File: config.mk
export PLATFORM = sky130hd
export DESIGN_NAME = oqpsk_frame_sequencer
export DESIGN_NICKNAME = d
export VERILOG_FILES = /design/src/rtl/oqpsk_pkg.sv /design/src/rtl/oqpsk_word_fifo.sv /design/src/rtl/oqpsk_frame_sequencer.sv
export SDC_FILE = /design/constraint.sdc
export NUM_CORES = 1
export LEC_CHECK = 0
export ABC_AREA = 1
export BUFFER_PORTS_ARGS = -buffer_cell sky130_fd_sc_hd__buf_4
export CAP_MARGIN = 20
export CORE_ASPECT_RATIO = 0.8
export CORE_MARGIN = 2
export CORE_UTILIZATION = 45
export CTS_BUF_LIST = sky130_fd_sc_hd__clkbuf_4 sky130_fd_sc_hd__clkbuf_8
export CTS_CLUSTER_SIZE = 20
export DETAILED_ROUTE_END_ITERATION = 6
export HOLD_SLACK_MARGIN = 0.02
export PLACE_DENSITY = 0.72
export SYNTH_ARGS = -nofsm -noshare
export SYNTH_HDL_FRONTEND = slang
export SYNTH_HIERARCHICAL = 1
export SYNTH_SLANG_ARGS = --single-unit
File: constraint.sdc
create_clock -name CLK -period 5.3 [get_ports CLK]
set_clock_uncertainty 0.05 [all_clocks]
set_input_delay 0.53 -clock CLK [delete_from_list [all_inputs] [get_ports CLK]]
set_output_delay 0.53 -clock CLK [all_outputs]
set_load 0.05 [all_outputs]
File: src/rtl/oqpsk_pkg.sv
// Shared types and constants for the OQPSK frame sequencer and its word FIFO.
package oqpsk_pkg;

    localparam int WORD_W    = 32;
    localparam int FLEN_W    = 8;
    localparam int PAY_CNT_W = 13;

    typedef enum logic [2:0] {
        IDLE,
        PRE,
        PAY,
        TAIL,
        DONE
    } state_t;

    function automatic int max_int(input int a, input int b);
        return (a > b) ? a : b;
    endfunction

endpackage

File: src/rtl/oqpsk_word_fifo.sv
// Show-ahead synchronous word FIFO; rd_data always presents the oldest stored word.
module oqpsk_word_fifo
    import oqpsk_pkg::*;
#(
    parameter int DEPTH = 2
) (
    input  logic              CLK,
    input  logic              RST,
    input  logic              push,
    input  logic [WORD_W-1:0] wr_data,
    input  logic              pop,
    output logic [WORD_W-1:0] rd_data,
    output logic              full,
    output logic              empty
);

    localparam int AW = $clog2(DEPTH);

    logic [WORD_W-1:0] mem [DEPTH];
    logic [AW-1:0]     wr_ptr;
    logic [AW-1:0]     rd_ptr;
    logic [AW:0]       count;
    logic              do_push;
    logic              do_pop;

    assign full    = (count == (AW+1)'(DEPTH));
    assign empty   = (count == '0);
    assign do_push = push && !full;
    assign do_pop  = pop && !empty;
    assign rd_data = mem[rd_ptr];

    // NOTE: storage is deliberately left unreset; pointers and count alone say what is valid.
    always_ff @(posedge CLK) begin
        if (do_push) mem[wr_ptr] <= wr_data;
    end

    // NOTE: sequential state uses non-blocking assignments so every register samples pre-edge values.
    always_ff @(posedge CLK or negedge RST) begin
        if (!RST) begin
            wr_ptr <= '0;
            rd_ptr <= '0;
            count  <= '0;
        end else begin
            if (do_push) wr_ptr <= wr_ptr + AW'(1);
            if (do_pop)  rd_ptr <= rd_ptr + AW'(1);
            case ({do_push, do_pop})
                2'b10:   count <= count + (AW+1)'(1);
                2'b01:   count <= count - (AW+1)'(1);
                default: count <= count;
            endcase
        end
    end

endmodule

File: src/rtl/oqpsk_frame_sequencer.sv
// Frame sequencer feeding the OQPSK modulator: preamble, MSB-first payload words, zero tail.
module oqpsk_frame_sequencer
    import oqpsk_pkg::*;
#(
    parameter int BIT_DIV    = 8,
    parameter int PRE_LEN    = 16,
    parameter int TAIL_LEN   = 12,
    parameter int FIFO_DEPTH = 2
) (
    input  logic              CLK,
    input  logic              RST,
    input  logic              start,
    input  logic [FLEN_W-1:0] frame_len,
    input  logic [WORD_W-1:0] word_data,
    input  logic              word_valid,
    output logic              word_ready,
    output logic              EN,
    output logic              BitIn,
    output logic              busy,
    output logic              done,
    output logic              underrun
);

    localparam int DIV_W = $clog2(BIT_DIV);
    localparam int BC_W  = $clog2(max_int(PRE_LEN, TAIL_LEN) + 1);

    state_t               state;
    logic [DIV_W-1:0]     div;
    logic [BC_W-1:0]      bit_cnt;
    logic [PAY_CNT_W-1:0] pay_cnt;
    logic [FLEN_W-1:0]    flen_q;
    logic [WORD_W-1:0]    shreg;

    logic                 strobe;
    logic                 word_last;
    logic                 frame_last;
    logic                 pop_need;
    logic                 fifo_pop;
    logic                 fifo_full;
    logic                 fifo_empty;
    logic [WORD_W-1:0]    fifo_rd_data;

    oqpsk_word_fifo #(
        .DEPTH(FIFO_DEPTH)
    ) u_fifo (
        .CLK    (CLK),
        .RST    (RST),
        .push   (word_valid),
        .wr_data(word_data),
        .pop    (fifo_pop),
        .rd_data(fifo_rd_data),
        .full   (fifo_full),
        .empty  (fifo_empty)
    );

    assign word_ready = !fifo_full;
    assign strobe     = (div == DIV_W'(BIT_DIV - 1));
    assign word_last  = (pay_cnt[4:0] == 5'd31);
    assign frame_last = word_last && (pay_cnt[PAY_CNT_W-1:5] == flen_q - FLEN_W'(1));

    // A pop that finds the FIFO empty becomes an underrun instead; a same-cycle push is too late.
    // NOTE: every always_comb output gets a default first so no latch can be inferred.
    always_comb begin
        pop_need = 1'b0;
        if (strobe) begin
            case (state)
                PRE:     pop_need = (bit_cnt == BC_W'(PRE_LEN - 1)) && (flen_q != '0);
                PAY:     pop_need = word_last && !frame_last;
                default: pop_need = 1'b0;
            endcase
        end
        fifo_pop = pop_need && !fifo_empty;
    end

    always_ff @(posedge CLK or negedge RST) begin
        if (!RST) begin
            state    <= IDLE;
            div      <= '0;
            bit_cnt  <= '0;
            pay_cnt  <= '0;
            flen_q   <= '0;
            shreg    <= '0;
            EN       <= 1'b0;
            BitIn    <= 1'b0;
            busy     <= 1'b0;
            done     <= 1'b0;
            underrun <= 1'b0;
        end else begin
            if (state inside {PRE, PAY, TAIL}) div <= strobe ? '0 : div + DIV_W'(1);
            else                               div <= '0;

            case (state)
                IDLE: begin
                    if (start) begin
                        state    <= PRE;
                        flen_q   <= frame_len;
                        bit_cnt  <= '0;
                        pay_cnt  <= '0;
                        EN       <= 1'b1;
                        BitIn    <= 1'b1;
                        busy     <= 1'b1;
                        underrun <= 1'b0;
                    end
                end

                PRE: begin
                    if (strobe) begin
                        if (bit_cnt == BC_W'(PRE_LEN - 1)) begin
                            bit_cnt <= '0;
                            if (flen_q == '0 || fifo_empty) begin
                                if (flen_q != '0) underrun <= 1'b1;
                                state <= TAIL;
                                BitIn <= 1'b0;
                            end else begin
                                state <= PAY;
                                shreg <= fifo_rd_data;
                                BitIn <= fifo_rd_data[WORD_W-1];
                            end
                        end else begin
                            bit_cnt <= bit_cnt + BC_W'(1);
                            // Next index is odd exactly when the current one is even.
                            BitIn   <= bit_cnt[0];
                        end
                    end
                end

                PAY: begin
                    if (strobe) begin
                        pay_cnt <= pay_cnt + PAY_CNT_W'(1);
                        if (frame_last) begin
                            state <= TAIL;
                            BitIn <= 1'b0;
                        end else if (word_last) begin
                            if (fifo_empty) begin
                                underrun <= 1'b1;
                                state    <= TAIL;
                                BitIn    <= 1'b0;
                            end else begin
                                shreg <= fifo_rd_data;
                                BitIn <= fifo_rd_data[WORD_W-1];
                            end
                        end else begin
                            shreg <= {shreg[WORD_W-2:0], shreg[WORD_W-1]};
                            BitIn <= shreg[WORD_W-2];
                        end
                    end
                end

                TAIL: begin
                    if (strobe) begin
                        if (bit_cnt == BC_W'(TAIL_LEN - 1)) begin
                            bit_cnt <= '0;
                            state   <= DONE;
                            EN      <= 1'b0;
                            done    <= 1'b1;
                        end else begin
                            bit_cnt <= bit_cnt + BC_W'(1);
                        end
                    end
                end

                DONE: begin
                    state <= IDLE;
                    done  <= 1'b0;
                    busy  <= 1'b0;
                end

                default: state <= IDLE;
            endcase
        end
    end

endmodule

==> key figures <==
Setup path
  • Critical path class: flop to flop
  • RR Startpoint: pay_cnt[0]
  • R2R depth: 11
  • Worst setup SP type: flop
  • Worst Path Arrival: about 3.7 ns
  • CP max FO: 35
  • Crit. End Element: flop
  • Worst reg2reg path endpoint: shreg[18]
  • Data required, critical path: between 5 and 6 ns
  • Reg2Reg Setup Slack: 1.88 ns

Die
  • Die footprint: around 16000 sq um
  • Starting Density: 0.458
  • Core outline area: 14900 sq um
  • I/O pin total: 50
  • Rows: 40
  • Die Width: around 140 um
  • Die H: 114 um

Logic synthesis
  • Xor and xnor area share after synthesis: 0.00769
  • Synthesized area: 6830 sq um
  • Register area share after synthesis: 0.549
  • Asr flop ratio synth: 0.533
  • Post-Synth Adder-Cell Area: 0.0183
  • Top_reg_cell synth: dfrtp_1
  • Ys Warns: 6
  • Number of synthesized register bits: 137
  • Most common cell in the synthesized netlist: nand2_1
  • Mux cell area share after synthesis: 0.0526
  • Post-synth EDFFs: 64
  • Largest area contributor in the netlist: edfxtp_1
  • Compound-Gate Fraction of Synth Area: 0.0410
  • Syn Nets: 738
  • Count of distinct cell types in the synthesized netlist: 41
  • Synth top cells by count: nand2_1 (193), dfrtp_1 (73), edfxtp_1 (64)
  • Mapped Cells: 684
  • Mapped Avg Cell Area: 9.99 sq um
  • Post-synthesis simple-gate area fraction: 0.273
  • Synth top area share: 0.281
  • Largest family of logic cells by synthesized area: simple AND/OR/NAND/NOR gates
  • Largest cells by area after synthesis: edfxtp_1 (28%), dfrtp_1 (27%), nand2_1 (11%)

Clocking
  • H-tree Lvls: 4
  • Clock buffer count from CTS: 17
  • Hold Buf Count CTS: 0
  • Clock transition at path regs: about 0.07 ns
  • Clk buf depth: 2
  • CTS resizes: 0
  • Setup Buffers After CTS: 0
  • Root buf cell: clkbuf_8
  • Clk Latency, worst-skew pair: 0.46 ns
  • CTS tree: yes
  • Number of clock sinks: 137

Timing
  • RSZ-0062 raised after global routing: false
  • Achievable Freq: 292 MHz
  • Final period util: 0.646
  • Final Max Tran Viols: 0
  • Max_slew headroom: 0.375
  • Min Clock Period, post-route: approximately 3.4 ns
  • Worst slew pin tran: 0.936 ns
  • Setup TNS: 0 ns
  • Setup ws final: 1.88 ns
  • Setup Viol. Count Final: 0
  • Hold Violations, Final: 0

Power
  • Worst vdd ir: around 220 uV
  • Leakage: ~0.0034 uW
  • Pwr/cell area: approximately 510 nW/um^2

Route
  • DRC Markers: 0
  • Pre-Repair DR Iteration Count: 4
  • Via density: between 4 and 5
  • Antenna-violating nets left: 0
  • Final WL: 12.8 mm
  • Vias: ~4700
  • Avg WL per Cell: 13.7 um
  • DRT iter0 DRCs: 315

Status
  • Status: finished clean

Global routing
  • Total GRT Usage: 0.172
  • Global route total overflow: 0
  • Vias in the first global route: 4510
  • Largest net degree at the start of global routing: 74
  • Global-route wire length before repair: 21.7 mm
  • Initial antenna violation count: 0

Final layout
  • Layout cells sized above 1: 0.270
  • ANT cells: 0
  • Fill cells: 1402
  • Final nets: 788
  • Area grow syn2layout: 12.4%
  • Fin cells: 936
  • Fin area: about 7700 sq um

Placement
  • Cell count after placement: 904
  • Dpl cell area: 7290 sq um
  • DP HPWL: 8.45 mm
  • Setup WS pre-CTS: 1.90 ns
  • Routability cong.: 0.810
  • IO buf count: 49

Job
  • Max-Cap Viols: 0

Min path
  • Type of the worst min-delay path: input pin to asynchronous set/reset pin
layout make-up:
cell class                      instances  area, sq um  area share
Clock buffer                           18          241      0.0314
Clock inverter                         14          149      0.0194
Inverter                               56          218      0.0284
Multi-Input combinational cell        469         2690       0.350
Sequential cell                       137         3750       0.488
Tap cell                              189          236      0.0308
Timing Repair Buffer                   53          398      0.0518
critical path, stage by stage (launching register included):
cell and delay (ns):
dfrtp_1 0.41, ha_1 0.20, inv_1 0.07, nor2_1 0.06
ha_1 0.25, nor2_4 0.11, buf_4 0.39, nor2_1 0.17
a21oi_4 0.75, nand2_2 0.59, nand2_1 0.19, nand2_1 0.07
stage by stage:
step | hold WS [ns] | power [uW] | util
after detailed placement | 0.382 | 3070 | 0.489
after CTS | 0.182 | 3920 | 0.515
final | 0.164 | 3900 | 0.515
after global placement | 0.385 | 3030 | 0.489
after floorplan | 0.184 | 2760 | -
after global routing | 0.176 | 4190 | 0.515
cells by family (layout without fill, tap and decap cells):
family / Yosys count / count (layout)
XOR/XNOR: 6 / 6
adder cells (fa/ha/maj): 10 / 10
multiplexers: 32 / 32
AO/OA/AOI/OAI: 49 / 49
AND/OR/NAND/NOR: 372 / 372
flip-flops: 137 / 137
buffers and inverters: 78 / 141
routing by layer:
| metal | routed length (um) | GRT usage |
|---|---|---|
| met1 | 6450 | 0.244 |
| met2 | 5760 | 0.257 |
| met3 | 453 | 0.0422 |
| met4 | 185 | 0.0640 |
| met5 | 0 | 0 |
state kept, by name (all words and copies together), names as in the netlist:
name and count:
busy 1, u_fifo/mem 64, shreg 32, underrun 1
bit_cnt 5, div 3, u_fifo/rd_ptr 1, state 3
pay_cnt 13, u_fifo/wr_ptr 1, BitIn 1, u_fifo/count 2
flen_q 8, done 1, EN 1
cell usage in the layout (no fill, tap or decap), drive strengths merged:
master / Yosys / routed
mux2i: 1 / 1
edfxtp: 64 / 64
inv: 56 / 58
a21oi: 20 / 20
o22ai: 1 / 1
xnor2: 3 / 3
bufinv: 0 / 2
o21a: 2 / 2
clkbuf: 4 / 18
mux2: 31 / 31
nand2: 257 / 257
o22a: 1 / 1
nand4: 5 / 5
xor2: 3 / 3
o21ai: 22 / 22
nor4: 1 / 1
nor3: 6 / 6
clkinv: 0 / 7
o211ai: 1 / 1
nand3: 53 / 53
clkinvlp: 0 / 3
ha: 10 / 10
or2: 1 / 1
buf: 18 / 53
o2111ai: 2 / 2
dfrtp: 73 / 73
nand3b: 1 / 1
nor2: 48 / 48
worst max-delay path by stage:
stage / from / to
detailed placement: pay_cnt[0] / shreg[18]
CTS: pay_cnt[0] / shreg[18]
finish: pay_cnt[0] / shreg[18]
floorplan: word_valid / u_fifo/mem[1][0]
global placement: pay_cnt[0] / shreg[2]
global route: pay_cnt[0] / shreg[31]
power breakdown:
| group | total, uW | switching, uW | leakage [uW] | internal, uW |
|---|---|---|---|---|
| clock network | 843 | 419 | 0.000190 | 424 |
| registers | 1650 | 193 | 0.00153 | 1460 |
| logic | 1400 | 892 | 0.00170 | 512 |
(Power assumes the default switching activity.)
